<file path="src/rtl/tile_map_updater.sv">
// tile_map_updater: writes tile indices into the packed tile-index RAM, using read-modify-write per tile and a whole-map fill
module tile_map_updater #(
  parameter int TILES_PER_LINE = 100,
  parameter int TILE_LINES = 60,
  parameter int ADDR_WIDTH = 30
) (
  input  logic iCLK_50,
  input  logic iRST_n,
  input  logic i_cmd_valid,
  output logic o_cmd_ready,
  input  logic i_cmd_fill,
  input  logic [6:0] i_cmd_tx,
  input  logic [5:0] i_cmd_ty,
  input  logic [7:0] i_cmd_tile,
  input  logic i_hold,
  output logic [ADDR_WIDTH-1:0] o_mem_addr,
  output logic o_mem_read,
  input  logic [31:0] i_mem_readdata,
  output logic o_mem_write,
  output logic [31:0] o_mem_writedata,
  output logic o_busy,
  output logic o_err
);
  localparam int NB = TILES_PER_LINE * TILE_LINES;
  localparam int NW = NB / 4;
  localparam int BW = $clog2(NB);
  localparam int CW = $clog2(NW + 1);
  typedef enum logic [2:0] {IDLE, READ, WAIT, WRITE, FILL} state_t;
  state_t state, nxt;
  logic [CW-1:0] cnt;
  logic [1:0] lane;
  logic [7:0] tile;
  logic [BW-1:0] byte_a;
  logic [31:0] merged;
  logic in_range, accept;
  assign o_cmd_ready = iRST_n && state == IDLE && !i_hold;
  assign accept = i_cmd_valid && o_cmd_ready;
  assign in_range = 32'(i_cmd_tx) < TILES_PER_LINE && 32'(i_cmd_ty) < TILE_LINES;
  assign byte_a = BW'(32'(i_cmd_tx) + 32'(i_cmd_ty) * TILES_PER_LINE);
  assign o_busy = state != IDLE;
  always_comb begin
    merged = i_mem_readdata;
    merged[{lane, 3'b000} +: 8] = tile;
  end
  always_ff @(posedge iCLK_50 or negedge iRST_n)
    if (!iRST_n) state <= IDLE;
    else state <= nxt;
  always_comb begin
    nxt = state;
    case (state)
      IDLE: nxt = !accept ? IDLE : i_cmd_fill ? FILL : in_range ? READ : IDLE;
      READ: nxt = WAIT;
      WAIT: nxt = WRITE;
      WRITE: nxt = IDLE;
      FILL: nxt = cnt == CW'(NW) ? IDLE : FILL;
      default: nxt = IDLE;
    endcase
  end
  // cnt is the next fill word to issue; word 0 is issued on the accepting edge
  always_ff @(posedge iCLK_50 or negedge iRST_n)
    if (!iRST_n) begin
      cnt <= '0;
      lane <= '0;
      tile <= '0;
      o_mem_addr <= '0;
      o_mem_read <= 1'b0;
      o_mem_write <= 1'b0;
      o_mem_writedata <= '0;
      o_err <= 1'b0;
    end else begin
      o_mem_read <= 1'b0;
      o_mem_write <= 1'b0;
      o_err <= 1'b0;
      case (state)
        IDLE: if (accept) begin
          if (i_cmd_fill) begin
            cnt <= CW'(1);
            o_mem_write <= 1'b1;
            o_mem_addr <= '0;
            o_mem_writedata <= {4{i_cmd_tile}};
          end else if (in_range) begin
            tile <= i_cmd_tile;
            lane <= byte_a[1:0];
            o_mem_addr <= ADDR_WIDTH'(byte_a >> 2);
            o_mem_read <= 1'b1;
          end else o_err <= 1'b1;
        end
        WAIT: begin
          o_mem_write <= 1'b1;
          o_mem_writedata <= merged;
        end
        FILL: if (cnt != CW'(NW) && !i_hold) begin
          o_mem_write <= 1'b1;
          o_mem_addr <= ADDR_WIDTH'(cnt);
          cnt <= cnt + 1'b1;
        end
        default: ;
      endcase
    end
endmodule

</file>
<file path="config.mk">
export PLATFORM = sky130hd
export DESIGN_NAME = tile_map_updater
export DESIGN_NICKNAME = d
export VERILOG_FILES = /design/src/rtl/tile_map_updater.sv
export SDC_FILE = /design/constraint.sdc
export NUM_CORES = 1
export LEC_CHECK = 0
export BUFFER_PORTS_ARGS = -buffer_cell sky130_fd_sc_hd__buf_2
export CAP_MARGIN = 10
export CORE_UTILIZATION = 50
export DETAILED_ROUTE_END_ITERATION = 16
export PLACE_DENSITY = 0.78
export SYNTH_ARGS = -nofsm -noshare
export SYNTH_HDL_FRONTEND = slang
export SYNTH_SLANG_ARGS = --single-unit
</file>
<file path="constraint.sdc">
create_clock -name iCLK_50 -period 2.5 [get_ports iCLK_50]
set_clock_uncertainty 0.05 [all_clocks]
set_input_delay 0.375 -clock iCLK_50 [delete_from_list [all_inputs] [get_ports iCLK_50]]
set_output_delay 0.375 -clock iCLK_50 [all_outputs]
set_load 0.05 [all_outputs]
</file>
== Word level (Yosys, flattened, before mapping) ==
Index checks and enable logic that the tools add are counted.

* Add/subtract/negate cells: 3
* Multipliers: 1
* Div/mod/pow operators: 0
* $lt $le $gt $ge: 2
* Equality and inequality tests: 9
* Shift operators: 2
* Muxes and demuxes: 30
* Bitwise logic cells: 1
* Reduce and logical (&&, ||, !) cells: 14

{| class="wikitable"
|+ Operators by type and width
! cell !! number
|-
| 2-to-1 mux 30 bit || 4
|-
| 2-to-1 mux 32 bit || 2
|-
| one-hot mux 32 bit (2 select lines) || 1
|-
| one-hot mux 30 bit (2 select lines) || 1
|-
| 2-to-1 mux 11 bit || 3
|-
| bitwise mux 32 bit || 1
|-
| variable shift 8 x 7 -> 32 bit, first input constant || 1
|-
| indexed part select 8 x 7 -> 32 bit || 1
|-
| one-hot mux 11 bit (2 select lines) || 1
|-
| adder 7 x 13 -> 13 bit || 1
|-
| 2-to-1 mux 1 bit || 12
|-
| one-hot mux 3 bit (4 select lines) || 1
|-
| AND reduction 4 bit || 3
|-
| adder 11 x 1 -> 11 bit, second input constant || 1
|-
| equality test 11 bit, second input constant || 1
|-
| multiplier 6 x 5 -> 11 bit, second input constant || 1
|-
| inequality test 11 bit, second input constant || 1
|-
| 2-to-1 mux 3 bit || 3
|-
| < comparator 7 bit, second input constant || 1
|-
| negator 5 -> 7 bit || 1
|-
| < comparator 6 bit, second input constant || 1
|-
| inequality test 2 bit, second input constant || 3
|-
| logical AND 1 bit || 5
|-
| nonzero test 2 bit || 2
|-
| other kinds (10) || 10
|}

* Bits in registers: 89
* Bits in latches: 0
* Memory bits (writable): 0
* Memory bits (read-only): 0
* Bits of input ports: 58
* Output and inout port bits: 67
* Word-level logic and storage cells: 71
* Memories kept: 0

== Longest topological paths before layout ==
* Word-level depth: 6
* Depth in mapped cells: 12
* Gate-level depth less buffers: 12

== Worst setup path before layout ==
Ideal clock, no wire load.

* Path kind: input to register
* Start: in i_cmd_ty[1]
* End: reg o_mem_addr[9]
* Data arrival time: 2.923 ns
* Path slack: -0.558 ns
* Cell stages on the path: 11
* Buffers on the path: 0
* Cells stage by stage: ha_1 ha_1 ha_1 inv_1 fa_1 nand2b_1 a21oi_1 xor2_1 nand2_1 or4_1 a32oi_1

* Longest elaborated chain between the ends: 6
* Elaborated cells between the ends (all ways): 10

{| class="wikitable"
|+ RTL lines
! item !! RTL line !! text
|-
| start: declaration || 13 || <nowiki>input logic [5:0] i_cmd_ty,</nowiki>
|-
| multiplier 6 x 5 -> 11 bit || 39 || <nowiki>assign byte_a = BW'(32'(i_cmd_tx) + 32'(i_cmd_ty) * TILES_PER_LINE);</nowiki>
|-
| adder 7 x 13 -> 13 bit || 39 ||
|-
| 2-to-1 mux 30 bit || 81 || <nowiki>end else if (in_range) begin</nowiki>
|-
| 2-to-1 mux 30 bit || 76 || <nowiki>if (i_cmd_fill) begin</nowiki>
|-
| 2-to-1 mux 30 bit || 75 || <nowiki>IDLE: if (accept) begin</nowiki>
|-
| one-hot mux 30 bit (2 select lines) || 74 || <nowiki>case (state)</nowiki>
|-
| end signal: assignment || 84 || <nowiki>o_mem_addr <= ADDR_WIDTH'(byte_a >> 2);</nowiki>
|-
| end signal: assignment || 94 || <nowiki>o_mem_addr <= ADDR_WIDTH'(cnt);</nowiki>
|-
| end: declaration || 16 || <nowiki>output logic [ADDR_WIDTH-1:0] o_mem_addr,</nowiki>
|}

Parallel ways exist; a longest one is shown, timed or not. The select of a mux whose other input is x is not followed.
A chain may end at the register's enable or synchronous reset.

== Final worst setup path ==
* Start: in i_cmd_ty[2]
* End: reg o_mem_addr[9]

The elaborated chain is that of the path after synthesis.

==> summary.md <==
| Metric | Value |
|---|---|
| Critical path class | in -> reg |
| Peak VDD IR | 0.963 mV |
| Max Clk Rate | approximately 390 MHz |
| Min-Delay Path Depth | 3 |
| Die Area | 9120 sq um |
| P&R area growth vs syn | 30.9% |
| Final instance area | approximately 5700 sq um |
| Critical Path Slowest Stage Cell | or4_1 |
| Leak | around 2.6 nW |
| FFs w/ async S/R, synth | 100% |
| RSZ-0062 raised after global routing | yes |
| HP Start | i_cmd_tx[1] |
| Setup crit start kind | input port |
| Sequential fraction of the synthesis area | 40.1% |
| Synthesized instance count | approximately 450 |
| Worst path arrival time | 2.83 ns |
| Inst Count DP | 683 |
| Vias in the first global route | 3979 |
| CTS Sinks | 70 |
| Hold worst-path end | lane[1]$_DFFE_PN0P_ |
| Clk root buf | clkbuf_8 |
| Setup crit end kind | register |
| Yosys warns | 0 |
| Hold-fix buffer count after cts | 0 |
| FF-to-FF path depth | 9 |
| Num CTS Buffers | 9 |
| Worst path required time | 2.73 ns |
| Vias | 4152 |
| Yosys reg bits | 70 |
| Nets | 689 |
| Mean routed wirelength per cell | 17.2 um |
| Worst Hold Class | in -> reg |
| First-pass DRT Iterations | 5 |
| # rows | 33 |
| Worst Path Max Fanout | 4 |
| Via-to-Cell Ratio | about 5.9 |
| Tot GR Track Use | ~28% |
| Post-place instance area | 5410 sq um |
| Largest net degree at the start of global routing | 71 |
| Clock slew at reported path FFs | 0.08 ns |
| FF-to-FF Start | cnt[0]$_DFFE_PN0P_ |
| Longest Clk Path Bufs | 2 |
| Most frequent cells in the layout | buf_2 (103), a21oi_1 (78), dfrtp_1 (70), buf_4 (41), a221oi_1 (33) |
| IO Port Bufs | 105 |
| Reg2reg setup slack | 0.23 ns |
| TritonCTS clock tree | done |
| Max-cap violations | 0 |
| CP peak stage delay | around 0.48 ns |
| Worst Path Buf+Inv | 2 |
| Clock Latency Late Sink | 0.36 ns |
| GP Congestion | around 0.91 |
| Synth cell types | 53 |
| CP most frequent cell | ha_4 |
| Most common cell after layout, fill and taps aside | buf_2 |
| Wire length of the first global-routing pass | 19.0 mm |
| Period minus WS final | about 2.6 ns |
| Crit-path cells | buf_8, ha_4, ha_4, ha_4, buf_4, ha_4, a211oi_4, nor4b_2, nand4b_1, or4_1, a32oi_1 |
| Fill count | 641 |
| Slew @ Worst Pin | 0.874 ns |
| Remaining DRCs | 0 |
| Dpl ws | -0.610 ns |
| Post-DP HPWL | 8.79 mm |
| Status | complete, but fails checks |
| Failing checks | negative setup slack |
| Final Cycle Share | 104% |
| PwrDens | 1180 nW/um^2 |
| GRT Residual Overflow | 0 |
| Slew Viols, Final | 0 |
| Setup ws final | -0.0970 ns |
| Die Ht | about 96 um |
| Core area | 8340 sq um |
| H-tree Lvls | 3 |
| Post-synth EDFFs | 0 |
| Initial Utilization | 52.4% |
| First DRT Iteration DRCs | ~270 |
| Synth Flop Type | dfrtp_1 |
| Die X | 95.5 um |
| Post-route ant nets | 0 |
| Initial antenna violation count | 1 |
| CP delay by family, top | adder cells |
| Max-slew headroom | 41.7% |
| Hold Vio Cnt, Final | 0 |
| Share of cells above drive strength 1 | 34.9% |
| RR Endpoint | cnt[10]$_DFFE_PN0P_ |
| Avg Cell Area, Syn | a little under 10 sq um |
| Post-Syn Area | 4370 sq um |
| Final Setup Violations | 4 |
| Non-Filler Instances | between 700 and 800 |
| I/O pin total | 125 |
| Total Routed Length | 12.1 mm |
## how the worst max path moves through the flow
stage	end	cells past startpoint	startpoint	slack, ns
3_3_place_gp	o_mem_addr[9]$_DFFE_PN0P_	11	i_cmd_ty[1]	-0.52
4_1_cts	o_mem_addr[9]$_DFFE_PN0P_	12	i_cmd_ty[2]	-0.09
2_1_floorplan	o_mem_addr[9]$_DFFE_PN0P_	11	i_cmd_ty[2]	-0.37
5_1_grt	o_mem_addr[10]$_DFFE_PN0P_	13	i_cmd_ty[2]	-0.17
6_report	o_mem_addr[9]$_DFFE_PN0P_	11	i_cmd_ty[2]	-0.1
3_5_place_dp	o_mem_addr[9]$_DFFE_PN0P_	11	i_cmd_ty[1]	-0.61
## area by class of cell
type | instances | area (sq um) | area share (%)
clock buffers | 9 | 124 | 2.16
clock inverters | 7 | 56.3 | 0.984
flip-flops and latches | 70 | 1750 | 30.6
inverters | 21 | 78.8 | 1.38
diodes | 1 | 2.50 | 0.0437
well taps | 105 | 131 | 2.30
multi-input cells | 343 | 2670 | 46.6
repair buffers | 149 | 913 | 16.0
## stage by stage
stage | utilization, % | hold slack [ns] | TNS, ns | total power, mW
2_1_floorplan | - | 0.0294 | -0.518 | 4.76
3_3_place_gp | 64.9 | 0.417 | -1.80 | 5.70
3_5_place_dp | 64.9 | 0.416 | -2.22 | 5.82
4_1_cts | 68.2 | 0.170 | -0.258 | 6.72
5_1_grt | 68.6 | 0.175 | -0.600 | 7.13
6_report | 68.6 | 0.183 | -0.271 | 6.76
## sequential cells by signal, summed over array words and instances (netlist names)
register / flops
o_mem_writedata: 32
cnt: 11
o_mem_addr: 11
tile: 8
state: 3
lane: 2
o_err: 1
o_mem_read: 1
o_mem_write: 1
## cells in the mapped netlist, drive strengths merged, types with 4 or more instances
cell | n | area, sq um
ha | 35 | 438
and3 | 4 | 25.0
mux2 | 8 | 90.1
nand2 | 25 | 93.8
nor2 | 25 | 93.8
nand3 | 6 | 30.0
xnor2 | 9 | 78.8
xor2 | 7 | 61.3
buf | 21 | 153
nand2b | 6 | 40.0
o311ai | 4 | 35.0
inv | 19 | 71.3
dfrtp | 70 | 1750
and2 | 9 | 56.3
o21a | 6 | 45.0
a211oi | 4 | 42.5
clkbuf | 17 | 63.8
o21ai | 10 | 50.1
nor3 | 9 | 45.0
a221oi | 33 | 289
a21oi | 80 | 400
o211ai | 4 | 30.0
## routing by layer
metal | vias to the layer above | global-route usage (%) | share of wire (%)
li1 | 1941 | - | -
met1 | 2004 | 34.2 | 41
met3 | 29 | 4.15 | 5.7
met4 | 0 | 12.2 | 3.0
met5 | - | 0 | 0
met2 | 178 | 47.3 | 51
## timing repair
| action | CTS | global route |
|---|---|---|
| setup endpoints to repair | 3 | 5 |
| setup buffers | 6 | 0 |
| gates resized for setup | 10 | 3 |
| pin swaps | 16 | 7 |
## cell families (layout without fill, tap and decap cells)
family,after synthesis,count (layout),share of synthesized area (%)
simple gates,102,102,12.1
other cells,1,20,0.0858
fa+ha+maj,37,37,10.9
flops,70,70,40.1
buf+inv,59,186,6.75
xor+xnor,16,16,3.21
compound gates,159,159,24.3
mux,10,10,2.52
## worst reg2reg max path, delay by kind of cell (launching register included)
| family | cells | cell delay (ns) |
|---|---|---|
| compound gates | 3 | 0.77 |
| fa+ha+maj | 1 | 0.20 |
| simple gates | 3 | 0.51 |
| buf+inv | 2 | 0.22 |
| flops | 1 | 0.43 |
## where the power goes
part | switching [mW] | total [mW] | internal, mW
Sequential | 0.380 | 2.00 | 1.62
Combinational | 2.67 | 3.91 | 1.24
Clock | 0.475 | 0.845 | 0.370
Total | 3.53 | 6.76 | 3.23
Power figures use the tool's default switching activity.
